## src/rtl/zbt_disp_reader.sv

```systemverilog
// Display-side ZBT reader: prefetches pixel-pair words ahead of the VGA counters and
// unpacks them so pix_out lines up with the current hcount despite the ZBT read latency.
module zbt_disp_reader #(
  parameter int H_ACTIVE = 640,
  parameter int V_ACTIVE = 480,
  parameter int H_TOTAL  = 1344,
  parameter int V_TOTAL  = 806,
  parameter int ZBT_LAT  = 2,
  parameter int PREFETCH = 4
) (
  input  logic        clk,
  input  logic        reset,
  input  logic [10:0] hcount,
  input  logic [9:0]  vcount,
  input  logic [35:0] read_data,
  output logic [18:0] read_addr,
  output logic [17:0] pix_out,
  output logic        pix_valid
);

  localparam int WORDS = H_ACTIVE / 2;

  logic [11:0]        th_sum;
  logic [10:0]        tv_inc;
  logic [10:0]        th;
  logic [9:0]         tv;
  logic               in_range;
  logic               tgt_valid;
  logic [18:0]        addr_d,  read_addr_q;
  logic [17:0]        pix_d,   pix_q;
  logic               pix_valid_d, pix_valid_q;
  logic [ZBT_LAT:0]   tag_vld_q, tag_odd_q;

  // Target pixel PREFETCH ahead, wrapping into the next line and the next frame.
  always_comb begin
    th_sum   = {1'b0, hcount} + 12'(PREFETCH);
    tv_inc   = {1'b0, vcount} + 11'd1;
    th       = th_sum[10:0];
    tv       = vcount;
    if (th_sum >= 12'(H_TOTAL)) begin
      th = 11'(th_sum - 12'(H_TOTAL));
      tv = (tv_inc == 11'(V_TOTAL)) ? 10'd0 : tv_inc[9:0];
    end
    in_range  = (hcount < 11'(H_TOTAL)) && (vcount < 10'(V_TOTAL));
    tgt_valid = in_range && (th < 11'(H_ACTIVE)) && (tv < 10'(V_ACTIVE));
    addr_d    = tgt_valid ? (19'(tv) * 19'(WORDS) + 19'(th[10:1])) : read_addr_q;
  end

  // Tag bit 0 travels with read_addr; bit ZBT_LAT meets the matching read_data.
  always_comb begin
    pix_d       = '0;
    pix_valid_d = 1'b0;
    if (tag_vld_q[ZBT_LAT]) begin
      pix_d       = tag_odd_q[ZBT_LAT] ? read_data[17:0] : read_data[35:18];
      pix_valid_d = 1'b1;
    end
  end

  always_ff @(posedge clk) begin
    if (reset) begin
      read_addr_q <= '0;
      tag_vld_q   <= '0;
      tag_odd_q   <= '0;
      pix_q       <= '0;
      pix_valid_q <= 1'b0;
    end else begin
      read_addr_q <= addr_d;
      tag_vld_q   <= {tag_vld_q[ZBT_LAT-1:0], tgt_valid};
      tag_odd_q   <= {tag_odd_q[ZBT_LAT-1:0], th[0]};
      pix_q       <= pix_d;
      pix_valid_q <= pix_valid_d;
    end
  end

  assign read_addr = read_addr_q;
  assign pix_out   = pix_q;
  assign pix_valid = pix_valid_q;

endmodule

```

## config.mk

```make
export PLATFORM = sky130hd
export DESIGN_NAME = zbt_disp_reader
export DESIGN_NICKNAME = d
export VERILOG_FILES = /design/src/rtl/zbt_disp_reader.sv
export SDC_FILE = /design/constraint.sdc
export NUM_CORES = 1
export LEC_CHECK = 0
export BUFFER_PORTS_ARGS = -buffer_cell sky130_fd_sc_hd__buf_2
export CORE_AREA = 2 2 77 98
export DETAILED_ROUTE_END_ITERATION = 10
export DIE_AREA = 0 0 79 100
export PLACE_DENSITY = 0.82
export SYNTH_ARGS = -nofsm -noshare
export SYNTH_HDL_FRONTEND = slang
export SYNTH_SLANG_ARGS = --single-unit
```

## constraint.sdc

```tcl
create_clock -name clk -period 6.7 [get_ports clk]
set_clock_uncertainty 0.1 [all_clocks]
set_input_delay 0.335 -clock clk [delete_from_list [all_inputs] [get_ports clk]]
set_output_delay 0.335 -clock clk [all_outputs]
set_load 0.02 [all_outputs]
```

## Word-level counts from Yosys, hierarchy flattened

Index checks and enable logic that the tools add are counted.

| word-level totals | value |
|---|---|
| register bits | 44 |
| word-level logic and storage cells | 26 |
| output and inout port bits | 38 |
| input port bits | 59 |

| operators by class | value |
|---|---|
| reduce and logical (&&, ||, !) cells | 4 |
| muxes and demuxes | 5 |
| equality and inequality tests | 1 |
| bitwise operators | 1 |
| add/sub/neg operators | 4 |
| $mul | 1 |
| magnitude comparators | 5 |

Operators with widths:

| cell | count |
|---|---|
| 2-to-1 mux 10 bit | 2 |
| adder 19 x 10 -> 19 bit | 1 |
| 2-to-1 mux 18 bit | 1 |
| multiplier 10 x 3 -> 13 bit, second input constant | 1 |
| adder 11 x 3 -> 12 bit, second input constant | 1 |
| greater-or-equal comparator 12 x 11 -> 1 bit, second input constant | 1 |
| adder 10 x 1 -> 11 bit, second input constant | 1 |
| == test 11 x 10 -> 1 bit, second input constant | 1 |
| < comparator 11 x 10 -> 1 bit, second input constant | 1 |
| < comparator 11 bit, second input constant | 1 |
| 2-to-1 mux 11 bit | 1 |
| subtractor 11 bit, second input constant | 1 |
| < comparator 10 bit, second input constant | 1 |
| < comparator 10 x 9 -> 1 bit, second input constant | 1 |
| logical AND 1 bit | 3 |
| OR reduction 2 bit | 1 |
| 2-to-1 mux 1 bit | 1 |
| NOT 1 bit | 1 |

## Depth between registers and ports, before layout

Gate-level depths: netlist of the first run.

| logic depth | value |
|---|---|
| depth in word-level cells | 6 |
| depth in mapped cells | 24 |
| gate-level depth less buffers | 23 |

## Least setup slack after synthesis of the first run

No wires, ideal clock.

| timing path | value |
|---|---|
| kind | input to register |
| start | input hcount[2] |
| end | register read_addr_q[18] (netlist: read_addr[18]) |
| setup slack | 1.771 ns |
| buffers on the path | 2 |
| stages | 24 |
| required time | 6.526 ns |
| library setup time | 0.074 ns |
| arrival time | 4.755 ns |
| path through | ha_1 and3_1 buf_4 xnor2_1 ha_1 o211ai_2 a31oi_4 or2_1 buf_6 nor2_1 xor2_1 ha_1 ha_1 inv_1 fa_1 nor2b_1 o21ai_0 a21oi_1 nor3_1 or3_1 or3_1 a2111oi_2 nand3_1 o21ai_0 |

| on the way | value |
|---|---|
| cells in the longest elaborated chain, start to end | 6 |
| elaborated cells between the ends (all ways) | 13 |
| classes of those cells | add/sub (3); mul (1); order compare (4); mux (2); reduce/logical (3) |

RTL lines:

| element | line | source |
|---|---|---|
| from (decl) | 13 | `input logic [10:0] hcount,` |
| branches (longest 6 deep; another with adder 19 x 10 -> 19 bit) | - |  |
| to (signal assigned) | 67 | `read_addr_q <= addr_d;` |
| to (decl) | 29 | `logic [18:0] addr_d, read_addr_q;` |

Several ways; the timed one is not identified.
A chain may end at the register's enable or synchronous reset.

## Worst setup path after layout of the first run

Same ends and word-level chain as after synthesis.

==> flow_summary.json, run 1 <==
{
  "synthCells": 402,
  "final_cells": 574,
  "die_w_um": 79,
  "io_buffers": 96,
  "routed_wl_mm": 8.106,
  "power.leakage_nw": 1.711,
  "yosysWarnings": 0,
  "dieArea_um2": 7900,
  "grt_antenna_before_repair": 0,
  "netlist.top_cell.by_area": "dfxtp_1",
  "synth_mux_area_frac": 0.05271,
  "fillers": 677,
  "setup_violations": 0,
  "cts_tree": "built",
  "start_util": 0.4818,
  "synth_area_um2": 3418,
  "clk_latency_ns": 0.29,
  "cts_resized": 0,
  "syn_avg_cell_area_um2": 8.503,
  "h-tree-depth": 2,
  "rrSetupSlack_ns": 5.12,
  "diodes": 0,
  "vias_per_cell": 5.690,
  "peakVddDrop_uv": 112.0,
  "fmax_mhz": 189.2,
  "power.total_mw": 0.7321,
  "cp.required_ns": 6.83,
  "ctsRootBufferMaster": "clkbuf_8",
  "clkSlewWorstSetupHoldPaths_ns": 0.08,
  "crit_path_end_kind": "register",
  "grt_util_met1": 0.2402,
  "drc": 0,
  "place_inst": 566,
  "ys.flop_type": "dfxtp_1",
  "drtIter0Drc": 95,
  "wl_per_cell_um": 14.12,
  "post_cts_buffers": 0,
  "ff2ff_path_depth": 2,
  "seq_area_um2": 880.8,
  "cts_buffer_depth": 2,
  "fin_crit_sh": 0.7887,
  "grt_max_degree": 27,
  "core_area_um2": 7094,
  "p_per_area_nw_per_um2": 184.5,
  "drv_cap": 0,
  "final_core_util": 0.5593,
  "top_usage_layer": "met2",
  "synth-simple-area-share": 0.2123,
  "rr_endpoint": "pix_out[1]$_SDFF_PP0_",
  "critPathLaunchType": "primary input",
  "drive_gt1_frac": 0.2697,
  "critical_path_class": "in2reg",
  "grt.overflow.total": 0,
  "async_flop_share": 0,
  "grt_util_met2": 0.3846,
  "place.gp.congestion": 0.8693,
  "final_cell_mix": "96 x buf_2, 44 x dfxtp_1, 36 x nor2_1",
  "rsz0062_at_grt": "no",
  "cts_hold_buf": 0,
  "syn-num-nets": 488,
  "synth_xor_xnor_area_share": 0.07394,
  "syn2layout_area_growth_pct": 16.07,
  "synth_top_area_frac": 0.2577,
  "dp_hpwl_mm": 6.586,
  "multi_input_area_um2": 2327,
  "fin_nets": 567,
  "crit_end": "read_addr[18]$_SDFFE_PP0P_",
  "die_h_um": 100,
  "hold_class": "in2reg",
  "hold_violations": 0,
  "yosysSeqAreaShare": 0.2577,
  "status": "completed",
  "startpoint": "hcount[2]",
  "final_common_cell": "buf_2",
  "grt_usage": 0.2054,
  "use_met3": 0.02788,
  "setup_tns_ns": 0,
  "synth_cell_type_count": 64,
  "ys_ff_latch": 44,
  "final_max_slew_viol_count": 0,
  "fp-row-count": 35,
  "cts.sinks": 44,
  "ios": 97,
  "drt_pre_antenna_iters": 4,
  "synthAdderAreaFrac": 0.1032,
  "grt_pass1_wl_mm": 13.37,
  "route.vias.total": 3266,
  "synthTopCellsByArea": "dfxtp_1 26%, ha_1 9.2%, mux2i_1 5.3%, a21oi_1 4.1%, nor2_1 4.0%",
  "synth_compound_area_frac": 0.2387,
  "grt_pass1_vias": 3035,
  "min_period_ns": 5.284,
  "max-slew-margin-rel": 0.3554,
  "worstMarginPinSlew_ns": 0.9656,
  "synth_top_family_by_area": "compound AO/OA/AOI/OAI gates",
  "crit_path_max_fanout": 8,
  "cts_buffers": 5,
  "r2r-start": "tag_odd_q[2]$_SDFF_PP0_",
  "final_antenna_net_count": 0,
  "synth_edf_count": 0,
  "cp.arrival_ns": 5.41
}
-- final cells by class --
cell class / instances / area share
tap: 92 / 0.02901
timing repair buffer: 96 / 0.1211
inverter: 13 / 0.01230
clock buffer: 5 / 0.01734
multi-input combinational: 321 / 0.5866
sequential: 44 / 0.2220
clock inverter: 3 / 0.01167
-- per-layer routing --
metal  part of all wire  routed length [um]  up-vias
met5                  0                   0        -
met1               0.42                3369     1520
li1                   -                   -     1618
met3              0.065                 529        8
met2               0.51                4097      120
met4              0.014                 110        0
-- flip-flops by register name (all words and copies together) (netlist names) --
register   count
tag_odd_q      3
pix_valid      1
pix_out       18
read_addr     19
tag_vld_q      3
-- power breakdown --
group          switching, mW  internal, mW
registers            0.00725         0.273
clock network         0.0906         0.112
logic                  0.147         0.102
total                  0.245         0.487
-- stage by stage --
step | setup WS [ns] | hold WS [ns] | instance area (um^2)
4_1_cts | 1.437 | 0.1568 | 3968
6_report | 1.416 | 0.1633 | 3968
3_5_place_dp | 1.128 | 0.3289 | 3852
3_3_place_gp | 1.282 | 0.3162 | 3852
5_1_grt | 0.9338 | 0.1574 | 3968
2_1_floorplan | 1.771 | 0.3138 | 3418
-- worst min path at each step --
stage | from | end | slack, ns | depth (start not counted)
detailed placement | tag_odd_q[0]$_SDFF_PP0_ | tag_odd_q[1]$_SDFF_PP0_ | 0.33 | 1
global route | hcount[0] | tag_odd_q[0]$_SDFF_PP0_ | 0.16 | 2
global placement | tag_odd_q[1]$_SDFF_PP0_ | tag_odd_q[2]$_SDFF_PP0_ | 0.32 | 1
CTS | hcount[0] | tag_odd_q[0]$_SDFF_PP0_ | 0.16 | 2
finish | hcount[0] | tag_odd_q[0]$_SDFF_PP0_ | 0.16 | 2
floorplan | tag_odd_q[0]$_SDFF_PP0_ | tag_odd_q[1]$_SDFF_PP0_ | 0.31 | 1
-- synthesized netlist by cell type (11+ instances only) --
cell type	count
nor2_1	36
dfxtp_1	44
ha_1	25
nor2b_1	11
nand2_1	24
nand3_1	17
a21oi_1	28
inv_1	13
xor2_1	15
o21ai_0	21
xnor2_1	12
mux2i_1	18
-- logic make-up (layout without fill, tap and decap cells) --
group	Yosys count	after routing
simple gates	139	139
flops	44	44
mux	18	18
compound gates	109	109
buf+inv	37	117
xor+xnor	28	28
fa+ha+maj	27	27
-- worst max-delay path, cell delays in order --
cell,delay (ns)
buf_2,0.15
ha_1,0.29
and3_1,0.32
xnor2_1,0.14
ha_1,0.30
o211ai_2,0.11
a31oi_4,0.08
nor2_1,0.37
o21ai_0,0.23
o21ai_0,0.40
ha_1,0.23
ha_1,0.16
inv_1,0.06
fa_1,0.40
nor2b_1,0.11
o21ai_0,0.10
a21oi_1,0.21
nor3_1,0.07
or3_1,0.37
or3_1,0.37
a2111oi_2,0.38
nand3_1,0.11
o21ai_0,0.10
Note: power is estimated with default switching activity, not from simulation.
==> run 2: changes to the inputs <==
--- a/config.mk
+++ b/config.mk
@@ -5,10 +5,11 @@
 export SDC_FILE = /design/constraint.sdc
 export NUM_CORES = 1
 export LEC_CHECK = 0
+export ABC_AREA = 1
 export BUFFER_PORTS_ARGS = -buffer_cell sky130_fd_sc_hd__buf_2
-export CORE_AREA = 2 2 77 98
+export CORE_AREA = 2 2 79 99
 export DETAILED_ROUTE_END_ITERATION = 10
-export DIE_AREA = 0 0 79 100
+export DIE_AREA = 0 0 81 101
 export PLACE_DENSITY = 0.82
 export SYNTH_ARGS = -nofsm -noshare
 export SYNTH_HDL_FRONTEND = slang
==> constraint.sdc (replaced) <==
create_clock -name clk -period 4.8 [get_ports clk]
set_clock_uncertainty 0.1 [all_clocks]
set_input_delay 0.24 -clock clk [delete_from_list [all_inputs] [get_ports clk]]
set_output_delay 0.24 -clock clk [all_outputs]
set_load 0.02 [all_outputs]
==> run 2 against run 1 <==
Compared with the run above: final cell count grew 26%; via count grew 3.9%; critical path depth grew 1; power grew 42%; die area grew 3.6%; cell area grew 0.66%; critical endpoint unchanged.
==> flow_summary.json, run 2 <==
{
  "dr.max_layer_used": "met4",
  "setup_violations": 0,
  "fin_nets": 719,
  "start_util": 0.4661,
  "cts_tree": "built",
  "fin_ws_ns": 0.8627,
  "async_flop_share": 0,
  "cts_resized": 0,
  "dp_hpwl_mm": 6.346,
  "syn2layout_area_growth_pct": 17.87,
  "drv_cap": 0,
  "fin_crit_sh": 0.8203,
  "synth_most_common_cell": "nand2_1",
  "wl_met1_mm": 3.064,
  "setup_tns_ns": 0,
  "cp.required_ns": 4.92,
  "dr_wl_met3_um": 469,
  "critPathMaxStageDelay_ns": 0.40,
  "wl_met2_mm": 3.821,
  "status": "completed",
  "fp-row-count": 35,
  "final_antenna_net_count": 0,
  "die_h_um": 101,
  "ys.flop_type": "dfxtp_1",
  "clk_latency_ns": 0.28,
  "ios": 97,
  "synth_area_um2": 3388,
  "hold_class": "in2reg",
  "grt.overflow.total": 0,
  "critPathMostFrequentCell": "nor2_1",
  "syn_avg_cell_area_um2": 6.275,
  "max-slew-margin-rel": 0.5933,
  "netlist.top_cell.by_area": "dfxtp_1",
  "cts.sinks": 44,
  "ctsRootBufferMaster": "clkbuf_8",
  "cp_top_family": "simple AND/OR/NAND/NOR gates",
  "rsz0062_at_grt": "no",
  "crit_path_end_kind": "register",
  "drt_pre_antenna_iters": 4,
  "grt_pass1_vias": 3129,
  "p_comb_frac": 0.433,
  "final_common_cell": "nand2_1",
  "critical_path.cell_chain": "buf_2 -> ha_1 -> nand3_2 -> nor2_2 -> nand2_1 -> nand2_1 -> nand2_2 -> a21boi_4 -> nand2_4 -> o21ai_0 -> o22ai_1 -> ha_1 -> ha_1 -> inv_1 -> fa_1 -> xnor2_1 -> nand2_1 -> nor2_1 -> nand2_1 -> nor2_1 -> nand3_1 -> nor2_1 -> nor2_1 -> nor2_1",
  "p_seq_frac": 0.374,
  "worst-path-buf-inv": 2,
  "yosysWarnings": 0,
  "route.vias.total": 3393,
  "cts_buffers": 5,
  "hold_violations": 0,
  "post_cts_buffers": 0,
  "grt_max_degree": 31,
  "dp_slack_ns": 0.5820,
  "synth_edf_count": 0,
  "h-tree-depth": 2,
  "wl_per_cell_um": 10.35,
  "yosysSeqAreaShare": 0.2600,
  "p_sw_mw": 0.3959,
  "place.gp.congestion": 0.8790,
  "power.share.switching": 0.3797,
  "drc": 0,
  "min_period_ns": 3.937,
  "core_area_um2": 7269,
  "io_buffers": 96,
  "ys_ff_latch": 44,
  "die_w_um": 81,
  "p_per_area_nw_per_um2": 261.1,
  "cp.arrival_ns": 4.06,
  "synthCells": 540,
  "synthTopCellsByCount": "173 x nand2_1, 87 x inv_1, 53 x nor2_1",
  "p_clk_frac": 0.194,
  "routed_wl_mm": 7.507,
  "grt_usage": 0.1859,
  "slowest_stage": "fa_1",
  "synth_top_area_frac": 0.2600,
  "critPathLaunchType": "primary input",
  "cts_hold_buf": 0,
  "crit_path_max_fanout": 14,
  "clkSlewWorstSetupHoldPaths_ns": 0.07,
  "largest_reg_flops": 19,
  "drtIter0Drc": 104,
  "final_cell_mix": "173 x nand2_1, 96 x buf_2, 87 x inv_1",
  "cts_buffer_depth": 2,
  "drive_gt1_frac": 0.2148,
  "grt_pass1_wl_mm": 12.48,
  "peakVddDrop_uv": 161.2,
  "internal_power_mw": 0.6468,
  "grt_antenna_before_repair": 0,
  "syn-num-nets": 626,
  "worstMarginPinSlew_ns": 0.6085,
  "power.leakage_nw": 2.329,
  "critical_path_class": "in2reg",
  "power.total_mw": 1.043,
  "synthTopCellsByArea": "dfxtp_1 26%, nand2_1 19%, inv_1 9.6%, ha_1 9.2%, nor2_1 5.9%",
  "synth_cell_type_count": 35,
  "dieArea_um2": 8181,
  "diodes": 0,
  "vias_per_cell": 4.680,
  "fmax_mhz": 254.0,
  "final_max_slew_viol_count": 0
}
==> run 2: cell count changes after synthesis, sizes merged, moves of 11 or more <==
cell    before  now
nor2b       11    0
inv         13   97
nor2        38   60
nand3       18   35
a211oi      14    1
nand2       24  186
mux2i       18    0
==> run 2: cell families after synthesis <==
group,count (synthesis),synth area share
simple gates,303,0.3988
buf+inv,108,0.1285
compound gates,45,0.07497
flops,44,0.2600
fa+ha+maj,27,0.1041
xor+xnor,13,0.03360
==> run 2: routing by layer <==
metal,track usage,vias to the layer above
li1,-,1849
met1,0.1879,1426
met2,0.3655,104
met3,0.02330,14
met4,0.08605,0
met5,0,-
==> run 2: power groups by stage <==
stage	clock network (mW)	registers [mW]	logic (mW)
after floorplan	0	0.415	0.323
after global placement	0	0.397	0.436
after detailed placement	0	0.398	0.448
after CTS	0.213	0.390	0.451
after global routing	0.225	0.391	0.520
final	0.202	0.389	0.451
==> run 2: final timing paths <==
check                                        startpoint                          to  slack (ns)  cells past startpoint
worst max-delay path                          hcount[2]  read_addr[18]$_SDFFE_PP0P_        0.86                     24
worst min-delay path                          hcount[0]     tag_odd_q[0]$_SDFF_PP0_        0.08                      3
worst max register to register  tag_odd_q[2]$_SDFF_PP0_       pix_out[4]$_SDFF_PP0_        2.98                      3
worst min register to register  tag_odd_q[1]$_SDFF_PP0_     tag_odd_q[2]$_SDFF_PP0_        0.30                      2
==> run 2: metrics by stage <==
stage	cells	util	hold slack [ns]	cell area [um^2]
3_3_place_gp	718	0.5387	0.2908	3916
4_1_cts	725	0.5494	0.07852	3994
6_report	725	0.5494	0.08120	3994
2_1_floorplan	540	-	0.2112	3388
5_1_grt	725	0.5494	0.09107	3994
3_5_place_dp	718	0.5387	0.2975	3916
==> run 2: worst register-to-register path, delay by kind of cell (launching register included) <==
| kind | cells | cell delay, ns |
|---|---|---|
| DFF | 1 | 0.71 |
| and+or+nand+nor | 1 | 0.22 |
| AOI/OAI and AO/OA | 1 | 0.08 |
| buffers and inverters | 1 | 0.58 |
==> run 2: final cells by class <==
class | instances | area [um^2]
clock buffer | 6 | 72.57
clock inverter | 1 | 5.005
fill | 712 | 3276
inverter | 98 | 367.9
multi-input combinational | 388 | 2072
sequential | 44 | 880.8
tap | 92 | 115.1
timing repair buffer | 96 | 480.5
